==> config.mk <==
export PLATFORM = sky130hd
export DESIGN_NAME = mem_access_ctrl
export DESIGN_NICKNAME = d
export VERILOG_FILES = /design/src/rtl/mem_access_ctrl_pkg.sv /design/src/rtl/mem_access_ctrl_lane_steer.sv /design/src/rtl/mem_access_ctrl.sv
export SDC_FILE = /design/constraint.sdc
export NUM_CORES = 1
export LEC_CHECK = 0
export ABC_CLOCK_PERIOD_IN_PS = 3100
export CAP_MARGIN = 20
export CORE_MARGIN = 2
export CORE_UTILIZATION = 51
export DETAILED_ROUTE_END_ITERATION = 12
export PLACE_DENSITY = 0.95
export SLEW_MARGIN = 10
export SYNTH_ARGS = -nofsm -noshare
export SYNTH_HDL_FRONTEND = slang
export SYNTH_HIERARCHICAL = 1
export SYNTH_SLANG_ARGS = --single-unit
==> constraint.sdc <==
create_clock -name clk -period 3.1 [get_ports clk]
set_input_delay 0.62 -clock clk [delete_from_list [all_inputs] [get_ports clk]]
set_output_delay 0.62 -clock clk [all_outputs]
set_load 0.005 [all_outputs]
==> src/rtl/mem_access_ctrl_pkg.sv <==
`default_nettype none
// ============================================================================
// Module  : lc3b_types (package)
// Brief   : LC-3b opcode and memory-stage state types with opcode classifiers.
// Revision: 1.0
// ============================================================================
package lc3b_types;

    typedef enum logic [3:0] {
        OP_BR   = 4'h0, OP_ADD  = 4'h1, OP_LDB  = 4'h2, OP_STB  = 4'h3,
        OP_JSR  = 4'h4, OP_AND  = 4'h5, OP_LDR  = 4'h6, OP_STR  = 4'h7,
        OP_RTI  = 4'h8, OP_NOT  = 4'h9, OP_LDI  = 4'hA, OP_STI  = 4'hB,
        OP_JMP  = 4'hC, OP_SHF  = 4'hD, OP_LEA  = 4'hE, OP_TRAP = 4'hF
    } lc3b_opcode;

    typedef enum logic [1:0] {
        IDLE = 2'd0,
        ACC1 = 2'd1,
        ACC2 = 2'd2
    } lc3b_mem_state_t;

    function automatic logic is_mem_op(input lc3b_opcode op);
        return (op == OP_LDR) || (op == OP_LDB) || (op == OP_STR) ||
               (op == OP_STB) || (op == OP_LDI) || (op == OP_STI) ||
               (op == OP_TRAP);
    endfunction

    function automatic logic is_indirect(input lc3b_opcode op);
        return (op == OP_LDI) || (op == OP_STI);
    endfunction

    function automatic logic is_load(input lc3b_opcode op);
        return (op == OP_LDR) || (op == OP_LDB) || (op == OP_LDI) ||
               (op == OP_TRAP);
    endfunction

    function automatic logic is_byte_op(input lc3b_opcode op);
        return (op == OP_LDB) || (op == OP_STB);
    endfunction

    // Only the direct stores write on the first access; STI writes on the second.
    function automatic logic is_direct_store(input lc3b_opcode op);
        return (op == OP_STR) || (op == OP_STB);
    endfunction

endpackage
`default_nettype wire

==> src/rtl/mem_access_ctrl_lane_steer.sv <==
`default_nettype none
// ============================================================================
// Module  : mem_lane_steer
// Brief   : Byte-lane select, store-byte replication and load-byte extraction.
// Revision: 1.0
// ============================================================================
module mem_lane_steer #(
    parameter  int DATA_W = 16,
    localparam int BE_W   = DATA_W / 8,
    localparam int LANE_W = (BE_W > 1) ? $clog2(BE_W) : 1
) (
    input  logic [LANE_W-1:0] lane,
    input  logic              byte_en,
    input  logic [DATA_W-1:0] wdata_in,
    input  logic [DATA_W-1:0] rdata_in,
    output logic [BE_W-1:0]   sel,
    output logic [DATA_W-1:0] wdata_out,
    output logic [DATA_W-1:0] rdata_out
);

    logic [7:0] w_bytes [BE_W];

    generate
        for (genvar i = 0; i < BE_W; i++) begin : g_lane
            assign w_bytes[i] = rdata_in[i*8 +: 8];
        end
    endgenerate

    assign sel       = byte_en ? (BE_W'(1) << lane) : '1;
    assign wdata_out = byte_en ? {BE_W{wdata_in[7:0]}} : wdata_in;
    assign rdata_out = {{(DATA_W-8){1'b0}}, w_bytes[lane]};

endmodule
`default_nettype wire

==> src/rtl/mem_access_ctrl.sv <==
`default_nettype none
// ============================================================================
// Module  : mem_access_ctrl
// Brief   : LC-3b memory-stage bus sequencer for direct and indirect accesses.
// Revision: 1.0
// ============================================================================
module mem_access_ctrl
    import lc3b_types::*;
#(
    parameter int DATA_W  = 16,
    parameter int ADDR_W  = 16,
    parameter int BE_W    = DATA_W / 8,
    parameter int TIMEOUT = 64
) (
    input  logic              clk,
    input  logic              rst_n,
    input  logic              start,
    input  lc3b_opcode        opcode,
    input  logic [ADDR_W-1:0] addr,
    input  logic [DATA_W-1:0] wdata_in,
    input  logic              mem_ack,
    input  logic [DATA_W-1:0] mem_rdata,
    output logic              mem_cyc,
    output logic              mem_stb,
    output logic              mem_we,
    output logic [BE_W-1:0]   mem_sel,
    output logic [ADDR_W-1:0] mem_adr,
    output logic [DATA_W-1:0] mem_wdata,
    output logic              stall,
    output logic [DATA_W-1:0] rdata,
    output logic              rdata_valid,
    output logic              err
);

    localparam int c_LANE_W = (BE_W > 1) ? $clog2(BE_W) : 1;
    localparam int c_CNT_W  = (TIMEOUT > 1) ? $clog2(TIMEOUT) : 1;

    lc3b_mem_state_t     r_state, w_state_nxt;
    lc3b_opcode          r_op;
    logic [c_LANE_W-1:0] r_lane;
    logic [c_CNT_W-1:0]  r_wait;

    logic                w_start;
    logic                w_timeout;
    logic [c_LANE_W-1:0] w_lane;
    logic                w_byte;
    logic [BE_W-1:0]     w_sel;
    logic [DATA_W-1:0]   w_wdata;
    logic [DATA_W-1:0]   w_rbyte;

    assign w_start = start && is_mem_op(opcode) && (r_state == IDLE);

    // Counter holds TIMEOUT-1 during the last strobe cycle that may still be acked.
    assign w_timeout = (TIMEOUT != 0) && (r_state != IDLE) && !mem_ack &&
                       (r_wait == c_CNT_W'(TIMEOUT - 1));

    // Request-side steering uses the live inputs; response-side uses the latched lane.
    assign w_lane = (r_state == IDLE) ? addr[c_LANE_W-1:0] : r_lane;
    assign w_byte = (r_state == IDLE) ? is_byte_op(opcode) : is_byte_op(r_op);

    mem_lane_steer #(
        .DATA_W (DATA_W)
    ) u_steer (
        .lane      (w_lane),
        .byte_en   (w_byte),
        .wdata_in  (wdata_in),
        .rdata_in  (mem_rdata),
        .sel       (w_sel),
        .wdata_out (w_wdata),
        .rdata_out (w_rbyte)
    );

    assign mem_stb = mem_cyc;

    always_comb begin
        w_state_nxt = r_state;
        stall       = 1'b0;
        case (r_state)
            IDLE: begin
                if (w_start) begin
                    w_state_nxt = ACC1;
                    stall       = 1'b1;
                end
            end
            ACC1: begin
                stall = 1'b1;
                if (mem_ack) begin
                    w_state_nxt = is_indirect(r_op) ? ACC2 : IDLE;
                    stall       = is_indirect(r_op);
                end else if (w_timeout) begin
                    w_state_nxt = IDLE;
                    stall       = 1'b0;
                end
            end
            ACC2: begin
                stall = 1'b1;
                if (mem_ack || w_timeout) begin
                    w_state_nxt = IDLE;
                    stall       = 1'b0;
                end
            end
            default: w_state_nxt = IDLE;
        endcase
    end

    always_ff @(posedge clk or negedge rst_n) begin
        if (!rst_n) begin
            r_state     <= IDLE;
            r_op        <= OP_BR;
            r_lane      <= '0;
            r_wait      <= '0;
            mem_cyc     <= 1'b0;
            mem_we      <= 1'b0;
            mem_sel     <= '0;
            mem_adr     <= '0;
            mem_wdata   <= '0;
            rdata       <= '0;
            rdata_valid <= 1'b0;
            err         <= 1'b0;
        end else begin
            r_state     <= w_state_nxt;
            rdata_valid <= 1'b0;
            err         <= w_timeout;
            case (r_state)
                IDLE: begin
                    if (w_start) begin
                        r_op      <= opcode;
                        r_lane    <= addr[c_LANE_W-1:0];
                        r_wait    <= '0;
                        mem_cyc   <= 1'b1;
                        mem_we    <= is_direct_store(opcode);
                        mem_sel   <= w_sel;
                        mem_adr   <= addr;
                        mem_wdata <= w_wdata;
                    end
                end
                ACC1, ACC2: begin
                    if (mem_ack) begin
                        r_wait <= '0;
                        if ((r_state == ACC1) && is_indirect(r_op)) begin
                            // Pointer fetched; bus cycle stays open for the second access.
                            mem_adr <= ADDR_W'(mem_rdata);
                            mem_we  <= (r_op == OP_STI);
                        end else begin
                            mem_cyc <= 1'b0;
                            mem_we  <= 1'b0;
                            if (is_load(r_op)) begin
                                rdata       <= is_byte_op(r_op) ? w_rbyte : mem_rdata;
                                rdata_valid <= 1'b1;
                            end
                        end
                    end else if (w_timeout) begin
                        mem_cyc <= 1'b0;
                        mem_we  <= 1'b0;
                    end else begin
                        r_wait <= r_wait + c_CNT_W'(1);
                    end
                end
                default: ;
            endcase
        end
    end

endmodule
`default_nettype wire

==> metrics.yaml <==
critical_path:
  end_kind: "primary output"
  cpMostUsedCell: "clkdlybuf4s50_1"
  crit_type: "input pin to primary output"
  worst_path_largest_cell_delay_ps: 580
  crit_chain: "clkdlybuf4s50_1 -> nand3b_1 -> nor3_2 -> o21bai_1 -> a21oi_1 -> clkdlybuf4s50_1"
  cp.required_ps: 2480
  arrival_ps: 2370
  critical_path.max_fanout: 7
  slowest_stage: "clkdlybuf4s50_1"
  critPathLaunchType: "input pin"
timing:
  fin_tns_setup_ps: 0
  maxSlewHeadroom_pct: 44.8
  slew_violations: 0
  fin_ws_ps: 113
  hold_viol_final: 0
  period_share_pct: 96.3
  worst_slew_pin_slew_ps: 829
  max_freq_mhz: 335
  finClkSkew_ps: 14.1
  rsz0062_at_grt: "no"
  setup_viol_count_final: 0
  finalCriticalPeriod_ps: 2990
yosys:
  netlist_area_um2: 3600
  ys_ff_latch: 67
  synth_flop_cell: "dfrtp_1"
  ys_types: 44
  synth_enable_flop_cells: 0
  syn_area_per_cell_um2: 10.6
  synth_cells: 341
  ys_seq_area_share_pct: 46.5
  synth_warnings: 6
  async_reset_ff_share_pct: 100
placement:
  portBuffers: 111
  place.gp.congestion: 0.867
  dp_hpwl_um: 6840
  dp_slack_ps: 141
cells_and_area:
  final_cell_mix: "110 x clkdlybuf4s50_1, 91 x nand2_1, 67 x dfrtp_1"
  mostFrequentLayoutCell: "clkdlybuf4s50_1"
  area_growth_pct: 36.6
  layout.nets: 505
  drive_gt1_share_pct: 18.9
  antenna_cells: 0
floorplanning:
  dieArea_um2: 7750
  initial_core_util_pct: 52.7
  dieHeight_um: 88.1
  die_w_um: 88.1
  rows: 30
  io_pins: 112
  design.core.area_um2: 6830
detailed_routing:
  drc_errors: 0
  num_vias: 2923
  drtAntennaViolNets: 0
  wl_per_cell_um: 17.4
  first_pass_iters: 4
  wirelength_um: 9470
  drt-initial-drc-count: 225
  via_per_inst: 5.36
global_route:
  grt_overflow: 0
  groute.usage.overall_pct: 26.0
  grt_pass1_vias: 2945
  antenna_found_initial: 0
  grt_max_degree: 68
  grt_pass1_wl_um: 15100
power_and_ir_drop:
  p_leak_uw: 0.00225
  peakVddDrop_mv: 0.554
  p_per_area_nw_per_um2: 942
clock_network:
  hold_buffers: 0
  cts.path.max_buffers: 2
  clk_pin_slew_ps: 70
  cts_root_buffer: "clkbuf_8"
  ctsHtreeMaxLevel: 3
  cts_tree: "built"
  insertion_delay_ps: 350
  cts.sinks: 67
  cts_made_buffers: 9
flow_run:
  drv_cap: 0
run_status:
  outcome: "completed"
worst_hold_path:
  hp-class: "input pin to async pin"
[routing by layer]
metal / part of all wire, % / global-route usage, % / routed length (um)
met2: 52 / 44.5 / 4910
met1: 39 / 32.4 / 3720
met4: 3.4 / 11.2 / 320
met5: 0 / 0 / 0
met3: 5.5 / 4.90 / 519
[synthesized netlist by cell type (2+ instances only)]
master	n	area, um^2
nand2_1	91	342
dfrtp_1	67	1680
mux2_2	35	394
o21ai_0	21	105
buf_4	18	135
mux2i_1	17	170
mux2_4	16	240
buf_2	6	30.0
clkbuf_1	6	22.5
inv_1	6	22.5
ha_1	5	62.6
and3_1	4	25.0
nor2_1	4	15.0
a2111oi_0	3	26.3
buf_6	3	33.8
nand3_1	3	15.0
nand3b_1	3	22.5
o22ai_1	3	18.8
a211o_1	2	17.5
a21oi_1	2	10.0
nand2b_1	2	12.5
nor2b_1	2	12.5
[power by group]
| group | internal [uW] | leakage (uW) | switching [uW] |
|---|---|---|---|
| logic | 1350 | 0.00130 | 1000 |
| clock network | 451 | 0.000113 | 345 |
| registers | 1250 | 0.000834 | 238 |
| total | 3050 | 0.00225 | 1580 |
[timing repair]
action	in CTS	in global routing
setup endpoints to repair	0	1
resized for setup	0	1
setup buffers	0	0
[worst max-delay path, delay by kind of cell]
family          cells  cell delay [ps]
simple gates        2              310
compound gates      2              330
buf+inv             2             1100
[stage by stage]
stage / cell area [um^2] / util (%) / hold slack, ps / std cells / power (uW)
2_1_floorplan: 3630 / - / 324 / 348 / 2780
3_3_place_gp: 4700 / 68.8 / 455 / 529 / 3730
3_5_place_dp: 4700 / 68.8 / 463 / 529 / 3830
4_1_cts: 4920 / 72.0 / 482 / 545 / 4650
5_1_grt: 4920 / 72.0 / 504 / 545 / 4900
6_report: 4920 / 72.0 / 435 / 545 / 4640
[worst paths after layout]
path | to | startpoint | cells after the start | slack [ps]
setup / recovery | stall | mem_ack | 6 | 110
min in group clk | r_lane | r_lane | 2 | 480
hold reg to reg | r_lane | r_lane | 2 | 480
hold / removal | mem_adr[10] | rst_n | 2 | 430
setup reg to reg | mem_adr[2] | r_state[1] | 6 | 690
max in group asynchronous | rdata[9] | rst_n | 2 | 2100
[final cells by class]
| class | count | area [um^2] |
|---|---|---|
| repair buffers | 118 | 1160 |
| well taps | 96 | 120 |
| flip-flops and latches | 67 | 1680 |
| fillers | 465 | 1910 |
| multi-input cells | 242 | 1730 |
| clock buffers | 9 | 124 |
| inverters | 6 | 22.5 |
| clock inverters | 7 | 92.6 |
[logic make-up after synthesis]
group / count (synthesis) / share of synthesized area [%]
buf+inv: 39 / 6.77
compound gates: 44 / 8.16
flops: 67 / 46.5
other cells: 1 / 0.104
fa+ha+maj: 5 / 1.74
simple gates: 117 / 14.4
mux: 68 / 22.3
[flip-flops by register name, summed over array words and instances (netlist names)]
signal,cells
mem_adr,16
r_op,4
mem_cyc,1
r_lane,1
err,1
rdata,16
r_state,2
r_wait,6
mem_wdata,16
mem_we,1
rdata_valid,1
mem_sel,2
Note: power is estimated with default switching activity, not from simulation.
